===== src/rtl/progmem_axi_slave.sv =====
`default_nettype none
// ============================================================================
// Module   : progmem_axi_slave
// Brief    : Write-only AXI slave that loads a program BRAM one word per
//            transaction. Misaligned or out-of-window addresses get SLVERR
//            and never touch memory.
//            Optional feature macro: PROGMEM_CHECKSUM_EN (running word sum).
// Revision : 1.0 - initial release
// ============================================================================
module progmem_axi_slave #(
  parameter int unsigned                MEM_ADDR_SIZE  = 32,
  parameter int unsigned                DATA_WIDTH     = 32,
  parameter int unsigned                MEM_WORDS_LOG2 = 14,
  parameter logic [MEM_ADDR_SIZE-1:0]   BASE_ADDR      = '0
) (
  input  logic                        clk,
  input  logic                        rst,
  input  logic [MEM_ADDR_SIZE-1:0]    axi_awaddr,
  input  logic                        axi_awvalid,
  output logic                        axi_awready,
  input  logic [DATA_WIDTH-1:0]       axi_wdata,
  input  logic [DATA_WIDTH/8-1:0]     axi_wstrb,
  input  logic                        axi_wvalid,
  output logic                        axi_wready,
  output logic                        b_valid,
  input  logic                        b_ready,
  output logic [1:0]                  b_response,
  output logic                        mem_en,
  output logic [DATA_WIDTH/8-1:0]     mem_we,
  output logic [MEM_WORDS_LOG2-1:0]   mem_addr,
  output logic [DATA_WIDTH-1:0]       mem_wdata,
  output logic [15:0]                 wr_count,
  output logic [DATA_WIDTH-1:0]       checksum
);

  localparam logic [1:0] c_st_idle     = 2'd0;
  localparam logic [1:0] c_st_write    = 2'd1;
  localparam logic [1:0] c_st_resp     = 2'd2;
  localparam logic [1:0] c_resp_okay   = 2'b00;
  localparam logic [1:0] c_resp_slverr = 2'b10;

  // --------------------------------------------------------------------------
  // Reset: asserted asynchronously, released through two flops so that the
  // rest of the block always leaves reset on a clean clock edge.
  // --------------------------------------------------------------------------
  logic [1:0] rst_sync_q;
  logic [1:0] rst_sync_d;
  logic       w_rst_n_int;

  // Shift a one into the release chain each clock.
  always_comb begin
    rst_sync_d = {rst_sync_q[0], 1'b1};
  end

  // Release-chain register, cleared the instant the external reset drops.
  always_ff @(posedge clk or negedge rst) begin
    if (!rst) begin
      rst_sync_q <= 2'b00;
    end else begin
      rst_sync_q <= rst_sync_d;
    end
  end

  assign w_rst_n_int = rst_sync_q[1];

  // --------------------------------------------------------------------------
  // State and holding registers
  // --------------------------------------------------------------------------
  logic [1:0]                  state_q,     state_d;
  logic                        aw_full_q,   aw_full_d;
  logic [MEM_ADDR_SIZE-1:0]    aw_addr_q,   aw_addr_d;
  logic                        w_full_q,    w_full_d;
  logic [DATA_WIDTH-1:0]       w_data_q,    w_data_d;
  logic [DATA_WIDTH/8-1:0]     w_strb_q,    w_strb_d;
  logic                        b_valid_q,   b_valid_d;
  logic [1:0]                  b_resp_q,    b_resp_d;
  logic                        mem_en_q,    mem_en_d;
  logic [DATA_WIDTH/8-1:0]     mem_we_q,    mem_we_d;
  logic [MEM_WORDS_LOG2-1:0]   mem_addr_q,  mem_addr_d;
  logic [DATA_WIDTH-1:0]       mem_wdata_q, mem_wdata_d;
  logic [15:0]                 wr_count_q,  wr_count_d;

  // --------------------------------------------------------------------------
  // Address decode on the held AW beat. The subtraction carries one extra bit
  // so its borrow tells us awaddr < BASE_ADDR without a separate comparator.
  // --------------------------------------------------------------------------
  logic [MEM_ADDR_SIZE:0]      w_addr_diff;
  logic [MEM_ADDR_SIZE-1:0]    w_word_off;
  logic                        w_aligned;
  logic                        w_above_base;
  logic                        w_in_window;
  logic                        w_req_okay;

  assign w_addr_diff  = {1'b0, aw_addr_q} - {1'b0, BASE_ADDR};
  assign w_word_off   = w_addr_diff[MEM_ADDR_SIZE-1:0] >> 2;
  assign w_aligned    = (aw_addr_q[1:0] == 2'b00);
  assign w_above_base = ~w_addr_diff[MEM_ADDR_SIZE];
  assign w_in_window  = ((w_word_off >> MEM_WORDS_LOG2) == '0);
  assign w_req_okay   = w_aligned && w_above_base && w_in_window;

  // --------------------------------------------------------------------------
  // Handshakes. Nothing is accepted while the block is still held in reset.
  // --------------------------------------------------------------------------
  logic w_aw_hs;
  logic w_w_hs;
  logic w_b_hs;
  logic w_both_full;

  assign axi_awready = w_rst_n_int && (state_q == c_st_idle) && !aw_full_q;
  assign axi_wready  = w_rst_n_int && (state_q == c_st_idle) && !w_full_q;
  assign w_aw_hs     = axi_awvalid && axi_awready;
  assign w_w_hs      = axi_wvalid  && axi_wready;
  assign w_b_hs      = b_valid_q   && b_ready;
  assign w_both_full = aw_full_q   && w_full_q;

  // --------------------------------------------------------------------------
  // FSM: state register
  // --------------------------------------------------------------------------
  // Current transaction phase.
  always_ff @(posedge clk or negedge w_rst_n_int) begin
    if (!w_rst_n_int) begin
      state_q <= c_st_idle;
    end else begin
      state_q <= state_d;
    end
  end

  // --------------------------------------------------------------------------
  // FSM: next state
  // --------------------------------------------------------------------------
  // Start once both beats are held, write for one cycle, then wait for BREADY.
  always_comb begin
    state_d = state_q;
    case (state_q)
      c_st_idle:  if (w_both_full) state_d = c_st_write;
      c_st_write: state_d = c_st_resp;
      c_st_resp:  if (w_b_hs) state_d = c_st_idle;
      default:    state_d = c_st_idle;
    endcase
  end

  // --------------------------------------------------------------------------
  // FSM: outputs and holding-register updates
  // --------------------------------------------------------------------------
  // Memory strobes are registered one edge early so they line up with WRITE;
  // address/data are left holding between writes.
  always_comb begin
    aw_full_d   = aw_full_q;
    aw_addr_d   = aw_addr_q;
    w_full_d    = w_full_q;
    w_data_d    = w_data_q;
    w_strb_d    = w_strb_q;
    b_valid_d   = b_valid_q;
    b_resp_d    = b_resp_q;
    mem_en_d    = 1'b0;
    mem_we_d    = '0;
    mem_addr_d  = mem_addr_q;
    mem_wdata_d = mem_wdata_q;
    wr_count_d  = wr_count_q;

    if (w_aw_hs) begin
      aw_full_d = 1'b1;
      aw_addr_d = axi_awaddr;
    end
    if (w_w_hs) begin
      w_full_d = 1'b1;
      w_data_d = axi_wdata;
      w_strb_d = axi_wstrb;
    end

    case (state_q)
      c_st_idle: begin
        if (w_both_full && w_req_okay) begin
          mem_en_d    = 1'b1;
          mem_we_d    = w_strb_q;
          mem_addr_d  = w_word_off[MEM_WORDS_LOG2-1:0];
          mem_wdata_d = w_data_q;
        end
      end
      c_st_write: begin
        b_valid_d = 1'b1;
        b_resp_d  = w_req_okay ? c_resp_okay : c_resp_slverr;
        if (w_req_okay) begin
          wr_count_d = wr_count_q + 16'd1;
        end
      end
      c_st_resp: begin
        // Both slots free up together; ready is low here so no beat races in.
        if (w_b_hs) begin
          b_valid_d = 1'b0;
          aw_full_d = 1'b0;
          w_full_d  = 1'b0;
        end
      end
      default: begin
        b_valid_d = 1'b0;
      end
    endcase
  end

  // Holding registers, response and memory-port registers.
  always_ff @(posedge clk or negedge w_rst_n_int) begin
    if (!w_rst_n_int) begin
      aw_full_q   <= 1'b0;
      aw_addr_q   <= '0;
      w_full_q    <= 1'b0;
      w_data_q    <= '0;
      w_strb_q    <= '0;
      b_valid_q   <= 1'b0;
      b_resp_q    <= 2'b00;
      mem_en_q    <= 1'b0;
      mem_we_q    <= '0;
      mem_addr_q  <= '0;
      mem_wdata_q <= '0;
      wr_count_q  <= 16'd0;
    end else begin
      aw_full_q   <= aw_full_d;
      aw_addr_q   <= aw_addr_d;
      w_full_q    <= w_full_d;
      w_data_q    <= w_data_d;
      w_strb_q    <= w_strb_d;
      b_valid_q   <= b_valid_d;
      b_resp_q    <= b_resp_d;
      mem_en_q    <= mem_en_d;
      mem_we_q    <= mem_we_d;
      mem_addr_q  <= mem_addr_d;
      mem_wdata_q <= mem_wdata_d;
      wr_count_q  <= wr_count_d;
    end
  end

  assign b_valid    = b_valid_q;
  assign b_response = b_resp_q;
  assign mem_en     = mem_en_q;
  assign mem_we     = mem_we_q;
  assign mem_addr   = mem_addr_q;
  assign mem_wdata  = mem_wdata_q;
  assign wr_count   = wr_count_q;

  // --------------------------------------------------------------------------
  // Optional running checksum of every word written to memory. The full word
  // is summed regardless of byte strobes.
  // --------------------------------------------------------------------------
`ifdef PROGMEM_CHECKSUM_EN
  logic [DATA_WIDTH-1:0] checksum_q;
  logic [DATA_WIDTH-1:0] checksum_d;

  // Add the word being written during each successful WRITE cycle.
  always_comb begin
    checksum_d = checksum_q;
    if ((state_q == c_st_write) && mem_en_q) begin
      checksum_d = checksum_q + mem_wdata_q;
    end
  end

  // Checksum accumulator.
  always_ff @(posedge clk or negedge w_rst_n_int) begin
    if (!w_rst_n_int) begin
      checksum_q <= '0;
    end else begin
      checksum_q <= checksum_d;
    end
  end

  assign checksum = checksum_q;
`else
  assign checksum = '0;
`endif

endmodule
`default_nettype wire

===== config.mk =====
export PLATFORM = sky130hd
export DESIGN_NAME = progmem_axi_slave
export DESIGN_NICKNAME = d
export VERILOG_FILES = /design/src/rtl/progmem_axi_slave.sv
export SDC_FILE = /design/constraint.sdc
export NUM_CORES = 1
export LEC_CHECK = 0
export ABC_AREA = 1
export BUFFER_PORTS_ARGS = -buffer_cell sky130_fd_sc_hd__buf_2
export CORE_ASPECT_RATIO = 0.6
export CORE_MARGIN = 2
export CORE_UTILIZATION = 52
export CTS_CLUSTER_SIZE = 12
export DETAILED_ROUTE_END_ITERATION = 12
export HOLD_SLACK_MARGIN = 0.12
export PLACE_DENSITY_LB_ADDON = 0.05
export SETUP_SLACK_MARGIN = 0.2
export SYNTH_ARGS = -nofsm -noshare
export SYNTH_HDL_FRONTEND = slang
export SYNTH_SLANG_ARGS = --single-unit

===== constraint.sdc =====
create_clock -name clk -period 6.45 [get_ports clk]
set_clock_uncertainty 0.1 [all_clocks]
set_input_delay 0.645 -clock clk [delete_from_list [all_inputs] [get_ports clk]]
set_output_delay 0.645 -clock clk [all_outputs]
set_load 0.01 [all_outputs]

; ---- Word-level counts from Yosys, hierarchy flattened
; Cells that the tools add are included.
[totals]
reg_bits = 144
inputBits = 73
word_cells = 54
out_inout_bits = 104
[classes]
addsub = 1
muxes = 16
n_eq_ne = 4
n_reduce_logical = 18
n_bitwise = 1
[op_table]
columns = op, n
row1 = zero test 32 bit, 1
row2 = adder 16 x 1 -> 16 bit (second input constant), 1
row3 = logical AND 1 bit, 9
row4 = 2-to-1 mux 1 bit, 9
row5 = 2-to-1 mux 4 bit, 2
row6 = AND reduction 2 bit, 4
row7 = 2-to-1 mux 2 bit, 3
row8 = case mux 2 bit (3 select lines), 1
row9 = zero test 2 bit, 2
row10 = inequality test 2 bit (second input constant), 2
row11 = case mux 1 bit (3 select lines), 1
row12 = == test 2 x 1 -> 1 bit (second input constant), 1
row13 = == test 2 bit (second input constant), 1
row14 = zero test 1 bit, 2
row15 = inverter 1 bit, 1

; ---- Logic depth before layout (Yosys ltp)
; Gate-level depths: netlist (run 1).
[depth]
depth_word = 7
depth_mapped = 9

; ---- Worst setup path before layout (run 1)
; No wires, ideal clock.
[synth_path]
path_kind = flip-flop to output port
start = register rst_sync_q[1]
end = output axi_awready
path_buffers = 1
arrival_time_ns = 4.746
path_stages_with_launch = 4
setup_slack_ns = 0.959
t_required_ns = 5.705
path_cell_list = dfrtp_1 -> inv_1 -> nor3_4 -> clkbuf_1
[synth_via]
elab_chain_len = 2
[synth_lines]
columns = item, line
row1 = start: declaration, 46  ; logic [1:0] rst_sync_q;
row2 = start signal: assignment, 60  ; rst_sync_q <= rst_sync_d;
row3 = logical AND 1 bit (2 in series), 109  ; assign axi_awready = w_rst_n_int && (state_q == c_st_idle) && !aw_full_q;
row4 = end: declaration, 20  ; output logic axi_awready,
; Every way passes these cells.

; ---- Worst setup path in the final report (run 1)
; Same ends and word-level chain as after synthesis.

==> run metrics, run 1 <==
hold_sp=rst_sync_q[0]; Tmin final=3.44 ns; DRC=0; first-pass GRT wire length=21500 um; worst path cell trace=inv_1, nor3_4, buf_4, buf_2; drt wl/cell=13.4 um; Netlist cell types=25; die area=0.0127 mm^2; CTS tree=done; io pins=177; Cell Area, Synth=0.00611 mm^2; Final period util=53.3%; Clock Tree Buf Depth=2; Fmax achieved=291 MHz; slowest CP cell=dfrtp_4; Design Power=0.00293 W; leakage power=4.11 nW; layout cell share with drive strength beyond 1=24.5%; crit path launch type=flop; Detailed Place HPWL=9080 um; # setup viols final=0; vias in the first global route=4297; via count=4755; Die Ht=88.0 um; origin of the critical flop-to-flop path=rst_sync_q[1]; M2 GR Usage=32.1%; most frequent cells in the layout=nand2_1 (238), buf_2 (143), dfrtp_1 (142); TritonRoute pass-1 iters=5; final setup margin=3.01 ns; Antenna Cells=0; Reg clk slew, reported paths=0.06 ns; TritonCTS buffer count=17; WP data arrival=2.69 ns; GR met1 Demand/Resource=33.1%; largest net degree at the start of global routing=82; status=complete, no violations; critical path class=reg -> out; grt met3 use=4.76%; nets=899; crit path max fanout=62; Crit path largest cell delay=0.94 ns; Synth Instances=690; Slew Limit Headroom=29.7%; area growth from synthesis to layout=20.4%; RSZ-0062 raised after global routing=false; CORE AREA=0.0114 mm^2; setup tns final=0 ns; antenna-violating nets left=0; final slew viol count=0; Port Buffers=143; sequential fraction of the synthesis area=58.5%; Skew-Pair Late Insertion Delay=0.41 ns; Worst Hold Class=reg -> reg; gpl congestion=0.817; commonest non-fill, non-tap cell in the layout=nand2_1; busiest grt layer=met1; Fill cells=991; Via density=4.76; total gr overflow=0; Starting Density=53.8%; Total GRT Usage=22.1%; crit path from=rst_sync_q[1]; CTS root buf=clkbuf_16; Worst IR Drop VDD=212 uV; First DRT Iteration DRCs=299; crit end category=output port; initial antenna violation count=0; Routed WL=13300 um; max-cap violation count=0; DP Worst Slack=3.25 ns; Critical Path RT=5.70 ns; Tightest Pin Transition=1.05 ns; row cnt=30; Die Wd=144 um; Yosys reg bits=143; CTS H-tree depth=4; Ys Warns=0; Mean Syn Cell Area=8.86 um^2; power per cell area=398 mW/mm^2; final hold vios=0; cts repair resizes=0; Clock Sinks=143
==> state kept, by name, summed over array words and instances (netlist names) <==
register    count
aw_addr_q      32
mem_wdata      32
w_data_q       32
wr_count       16
mem_addr       14
mem_we          4
w_strb_q        4
rst_sync_q      2
state_q         2
aw_full_q       1
b_response      1
b_valid         1
mem_en          1
w_full_q        1
==> power breakdown <==
part	switching (W)	total (W)	internal, W	leakage (nW)
combinational	0.000387	0.000638	0.000251	2.05
clock	0.000359	0.000946	0.000586	0.279
sequential	0.000155	0.00135	0.00119	1.78
total	0.000901	0.00293	0.00203	4.11
==> path summary, 6_finish.rpt <==
kind	cells past startpoint	slack (ns)	endpoint
worst max-delay path	4	3.01	axi_awready
worst min-delay path	0	0.25	rst_sync_q[1]
worst max register to register	5	3.31	aw_addr_q[11]
worst min register to register	0	0.25	rst_sync_q[1]
max in group asynchronous	1	4.42	mem_wdata[2]
min in group asynchronous	0	0.32	aw_addr_q[27]
==> worst max-delay path: cells and delay by family, from the launching register on <==
kind	cells	cell delay, ns
and+or+nand+nor	1	0.54
DFF	1	0.94
buffers and inverters	3	0.77
==> logic make-up after synthesis <==
kind of cell,after synthesis,synth area share (%)
and+or+nand+nor,361,24.1
other,2,0.123
DFF,143,58.5
adders and majority gates,1,0.205
AOI/OAI and AO/OA,65,6.55
xor gates and xnor gates,7,1.00
buffers and inverters,111,9.47
==> routing by layer <==
| layer | vias up | wire (um) |
|---|---|---|
| met1 | 2210 | 6450 |
| li1 | 2354 | - |
| met3 | 19 | 875 |
| met2 | 172 | 5840 |
| met4 | 0 | 177 |
| met5 | - | 0 |
==> synth_stat cells <==
cell	number	share of area, %
inv_2	2	0.12
a21oi_2	20	2.9
dfrtp_1	143	59
nand2_1	238	15
buf_6	4	0.74
clkbuf_1	18	1.1
nor3_4	2	0.53
nor3_1	1	0.082
o21ai_0	22	1.8
nand2_2	1	0.10
xnor2_1	7	1.0
nor2_1	64	3.9
nand2_4	1	0.18
o21ai_1	10	0.82
nor3_2	1	0.16
buf_2	7	0.57
inv_1	46	2.8
a21oi_1	13	1.1
nand4_1	5	0.51
conb_1	2	0.12
buf_1	1	0.061
ha_1	1	0.20
nand3_1	47	3.8
buf_4	33	4.1
nand3_2	1	0.16
==> layout make-up <==
cell class	count	area, um^2	area share (%)
sequential	143	3580	48.6
multi-input combinational	468	2080	28.2
timing repair buffer	147	748	10.2
clock buffer	21	460	6.25
tap	160	200	2.72
inverter	48	180	2.45
clock inverter	11	116	1.58
==> stage by stage <==
step | cell area, um^2 | utilization (%) | hold WS (ns) | std cells
floorplan | 6230 | - | 0.231 | 722
global placement | 6780 | 59.6 | 0.242 | 965
global route | 7360 | 64.8 | 0.268 | 998
CTS | 7360 | 64.8 | 0.255 | 998
detailed placement | 6780 | 59.6 | 0.241 | 965
finish | 7360 | 64.8 | 0.253 | 998
==> timing repair <==
| action | CTS | global route |
|---|---|---|
| hold endpoints to repair | 2 | 0 |
| buffers inserted | 0 | 0 |
| hold buffers | 1 | 0 |
Note: power is estimated with default switching activity, not from simulation.
==> inputs of run 2 (changes only) <==
==> constraint.sdc (replaced) <==
create_clock -name clk -period 3.53 [get_ports clk]
set_clock_uncertainty 0.1 [all_clocks]
set_input_delay 0.353 -clock clk [delete_from_list [all_inputs] [get_ports clk]]
set_output_delay 0.353 -clock clk [all_outputs]
set_load 0.01 [all_outputs]
==> run metrics, run 2 (same netlist as run 1, synthesis figures left out) <==
total gr overflow=0; status=complete, no violations; # setup viols final=0; FF-to-FF setup slack=1.25 ns; die area=0.0127 mm^2; Final period util=64.6%; CTS tree=done; Routed WL=14200 um; first-pass GRT wire length=22600 um; Via density=4.76; vias in the first global route=4733; gpl congestion=0.852; Critical Path RT=3.73 ns; Min Hold Slack=0.127 ns; TritonCTS buffer count=17; crit path max fanout=78; io pins=177; drt wl/cell=13.3 um; Reg clk slew, reported paths=0.06 ns; Clock Tree Buf Depth=2; via count=5071; max-cap violation count=0; Die Ht=88.0 um; most frequent cells in the layout=nand2_1 (238), buf_2 (143), dfrtp_1 (142); area growth from synthesis to layout=32.2%; Clock Sinks=143; Tightest Pin Transition=1.09 ns; CTS root buf=clkbuf_16; Port Buffers=143; r2r worst-path depth=8; initial antenna violation count=0; Starting Density=53.8%; layout cell share with drive strength beyond 1=22.9%; Slew Limit Headroom=26.8%; crit path to=mem_addr[9]; critical path class=reg -> reg; commonest non-fill, non-tap cell in the layout=nand2_1; hold_sp=axi_wdata[1]; crit path from=state_q[1]; Fmax achieved=438 MHz; power per cell area=692 mW/mm^2; Total GRT Usage=23.2%; final hold vios=0; cell area after placement=0.00680 mm^2; CORE AREA=0.0114 mm^2; Antenna Cells=0; TritonRoute pass-1 iters=4; final std cell area, no fill=0.00808 mm^2; final slew viol count=0; leakage power=4.41 nW; FF-to-FF End=mem_addr[9]; Detailed Place HPWL=9060 um; Tmin final=2.28 ns; Worst IR Drop VDD=405 uV; Die Wd=144 um; Fill cells=891; WP data arrival=2.48 ns; First DRT Iteration DRCs=275; Worst Hold Class=in -> reg; crit end category=flop; RSZ-0062 raised after global routing=false; setup tns final=0 ns; crit path launch type=flop; Skew-Pair Late Insertion Delay=0.41 ns; DRC=0; origin of the critical flop-to-flop path=state_q[1]; largest net degree at the start of global routing=85; row cnt=30; CTS H-tree depth=4; antenna-violating nets left=0; nets=967
run 2: cell types whose count changed in the layout (fill, tap and decap cells not counted), sizes merged:
cell | previous run | this run
dlygate4sd3 | 1 | 66
buf | 146 | 149
clkinv | 6 | 3
bufinv | 2 | 4
run 2: power breakdown:
part	internal, W	switching, W	total (W)
clock network	0.00121	0.000664	0.00188
registers	0.00218	0.000272	0.00245
logic	0.000507	0.000751	0.00126
run 2: stage by stage:
stage | utilization, % | setup WS (ns) | std cells | total power, W
finish | 71.1 | 1.25 | 1065 | 0.00559
global route | 71.1 | 1.01 | 1065 | 0.00592
CTS | 71.1 | 1.21 | 1065 | 0.00563
detailed placement | 59.8 | 1.23 | 968 | 0.00368
global placement | 59.8 | 1.30 | 968 | 0.00360
floorplan | - | 0.747 | 722 | 0.00327
run 2: repair_timing:
item,in CTS,in global routing
gates resized for setup,0,0
endpoints found under the hold margin,67,0
hold buffers,66,0
setup buffers,0,0
run 2: worst min path at each step:
stage / to / depth (start not counted)
final: w_data_q[1] / 3
after global routing: aw_addr_q[7] / 3
after CTS: w_data_q[30] / 3
after detailed placement: rst_sync_q[0] / 1
after global placement: rst_sync_q[0] / 1
after floorplan: rst_sync_q[0] / 0
run 2: final cells by class:
class                   instances  area [um^2]  area share (%)
repair buffers                215         1420            17.6
clock buffers                  21          460            5.70
multi-input cells             468         2080            25.7
inverters                      48          180            2.23
clock inverters                10          161            2.00
well taps                     160          200            2.48
flip-flops and latches        143         3580            44.3
run 2: worst max-delay path: stages, from the launching register on:
cell and delay, ns:
dfrtp_1 0.40, inv_2 0.05, nand2_2 0.13, nor3_2 0.07, nand3_2 0.06, buf_4 0.58, inv_1 0.52, nand2_1 0.17
nand2_1 0.06
run 2: layer usage:
layer | track usage (%) | routed length (um)
met5 | 0 | 0
met4 | 7.04 | 138
met3 | 5.58 | 920
met2 | 36.0 | 6480
met1 | 33.0 | 6650
==> inputs of run 3 (changes only) <==
--- a/config.mk
+++ b/config.mk
@@ -9,7 +9,7 @@
 export BUFFER_PORTS_ARGS = -buffer_cell sky130_fd_sc_hd__buf_2
 export CORE_ASPECT_RATIO = 0.6
 export CORE_MARGIN = 2
-export CORE_UTILIZATION = 52
+export CORE_UTILIZATION = 47
 export CTS_CLUSTER_SIZE = 12
 export DETAILED_ROUTE_END_ITERATION = 12
 export HOLD_SLACK_MARGIN = 0.12
==> constraint.sdc (replaced) <==
create_clock -name clk -period 1.91 [get_ports clk]
set_clock_uncertainty 0.1 [all_clocks]
set_input_delay 0.191 -clock clk [delete_from_list [all_inputs] [get_ports clk]]
set_output_delay 0.191 -clock clk [all_outputs]
set_load 0.01 [all_outputs]
==> run metrics, run 3 (same netlist as run 1, synthesis figures left out) <==
final hold vios=0; via count=5121; CORE AREA=0.0128 mm^2; Worst Hold Class=reg -> reg; Port Buffers=143; io pins=177; TritonRoute pass-1 iters=4; final std cell area, no fill=0.00835 mm^2; # setup viols final=0; Fill cells=1084; cell area after placement=0.00691 mm^2; DP Worst Slack=0.270 ns; Reg power frac=43.7%; final slew viol count=0; critical path class=reg -> reg; max-cap violation count=0; Reg clk slew, reported paths=0.06 ns; final setup margin=0.208 ns; Starting Density=47.9%; Tmin final=1.70 ns; switching fraction of total power=30.6%; DRC=0; gpl congestion=0.844; WP data arrival=1.95 ns; crit end category=flop; Int Pwr=0.00715 W; total gr overflow=0; utilization after layout=65.4%; vias in the first global route=4955; Clock Power Share=31.0%; nets=987; Critical Path RT=2.15 ns; Die Wd=151 um; power per cell area=1230 mW/mm^2; worst path cell trace=inv_2, nand2_4, nor3_4, buf_6, nand3_1, dlygate4sd3_1, nand2_1; status=complete, no violations; largest net degree at the start of global routing=142; CTS tree=done; Detailed Place HPWL=9270 um; Antenna Cells=0; initial antenna violation count=0; slowest CP cell=dlygate4sd3_1; Routed WL=14800 um; Sw Pwr=0.00315 W; Skew-Pair Late Insertion Delay=0.40 ns; Worst IR Drop VDD=649 uV; die area=0.0140 mm^2; Min Hold Slack=0.257 ns; First DRT Iteration DRCs=366; crit path launch type=flop; most frequent cells in the layout=nand2_1 (237), dfrtp_1 (141), buf_2 (141); Total GRT Usage=22.5%; leakage power=4.51 nW; setup tns final=0 ns; Die Ht=92.4 um; Reg area=0.00358 mm^2; CTS root buf=clkbuf_16; antenna-violating nets left=0; Clock Tree Buf Depth=2; drt wl/cell=13.5 um; CP Buf/Inv Count=3; Via density=4.68; row cnt=32; Slew Limit Headroom=50.6%; Crit path largest cell delay=0.57 ns; Final period util=89.1%; TritonCTS buffer count=17; CTS H-tree depth=4; layout cell share with drive strength beyond 1=24.4%; RSZ-0062 raised after global routing=true; area occupied by multi-input gates=0.00210 mm^2; Fmax achieved=587 MHz; Tightest Pin Transition=0.741 ns; crit path max fanout=4; Comb power frac=25.3%; area growth from synthesis to layout=36.6%; commonest non-fill, non-tap cell in the layout=nand2_1; Clock Sinks=143; first-pass GRT wire length=24400 um; cell family with most CP delay=buffers and inverters
[run 3: cell types whose count changed in the layout (fill, tap and decap cells not counted), sizes merged]
cell,change
buf,+11
bufbuf,+1
bufinv,-2
clkbuf,-1
clkinv,+2
clkinvlp,+1
dlygate4sd3,+8
inv,-1
[run 3: per-layer routing]
metal	routed length (um)	GRT usage, %	part of all wire [%]	up-vias
li1	-	-	-	2533
met1	7300	33.7	49	2416
met2	6530	33.9	44	161
met3	829	3.94	5.6	11
met4	135	6.62	0.91	0
met5	0	0	0	-
[run 3: path summary, 6_finish.rpt]
check / endpoint / startpoint / cells after the start / slack, ns
max in group asynchronous: w_data_q[26] / rst_sync_q[1] / 1 / 0.77
hold reg to reg: rst_sync_q[1] / rst_sync_q[0] / 0 / 0.26
min in group asynchronous: aw_addr_q[1] / rst_sync_q[1] / 1 / 0.40
setup / recovery: w_data_q[27] / state_q[0] / 7 / 0.21
setup reg to reg: w_data_q[27] / state_q[0] / 7 / 0.21
hold / removal: rst_sync_q[1] / rst_sync_q[0] / 0 / 0.26
[run 3: through the flow]
stage / cells / total power, W
2_1_floorplan: 722 / 0.00613
3_3_place_gp: 983 / 0.00674
3_5_place_dp: 983 / 0.00685
4_1_cts: 1094 / 0.0103
5_1_grt: 1094 / 0.0110
6_report: 1094 / 0.0103
[run 3: timing repair]
item	in CTS	in global routing
hold endpoints to repair	74	0
setup buffers	5	1
endpoints found under the setup margin	2	38
pin swaps	2	0
resized for setup	5	9
gates cloned	1	0
hold buffers	75	0
[run 3: power by group through the flow]
stage	combinational, W	clock (W)	sequential [W]
after detailed placement	0.00230	0	0.00455
after floorplan	0.00148	0	0.00465
final	0.00260	0.00319	0.00450
after global placement	0.00223	0	0.00451
after CTS	0.00258	0.00325	0.00450
after global routing	0.00297	0.00338	0.00461
[run 3: final cells by class]
cell class	count	share of cell area (%)
flip-flops and latches	143	42.9
multi-input cells	468	25.1
repair buffers	235	20.3
clock buffers	20	5.47
well taps	170	2.55
inverters	48	2.23
clock inverters	10	1.38
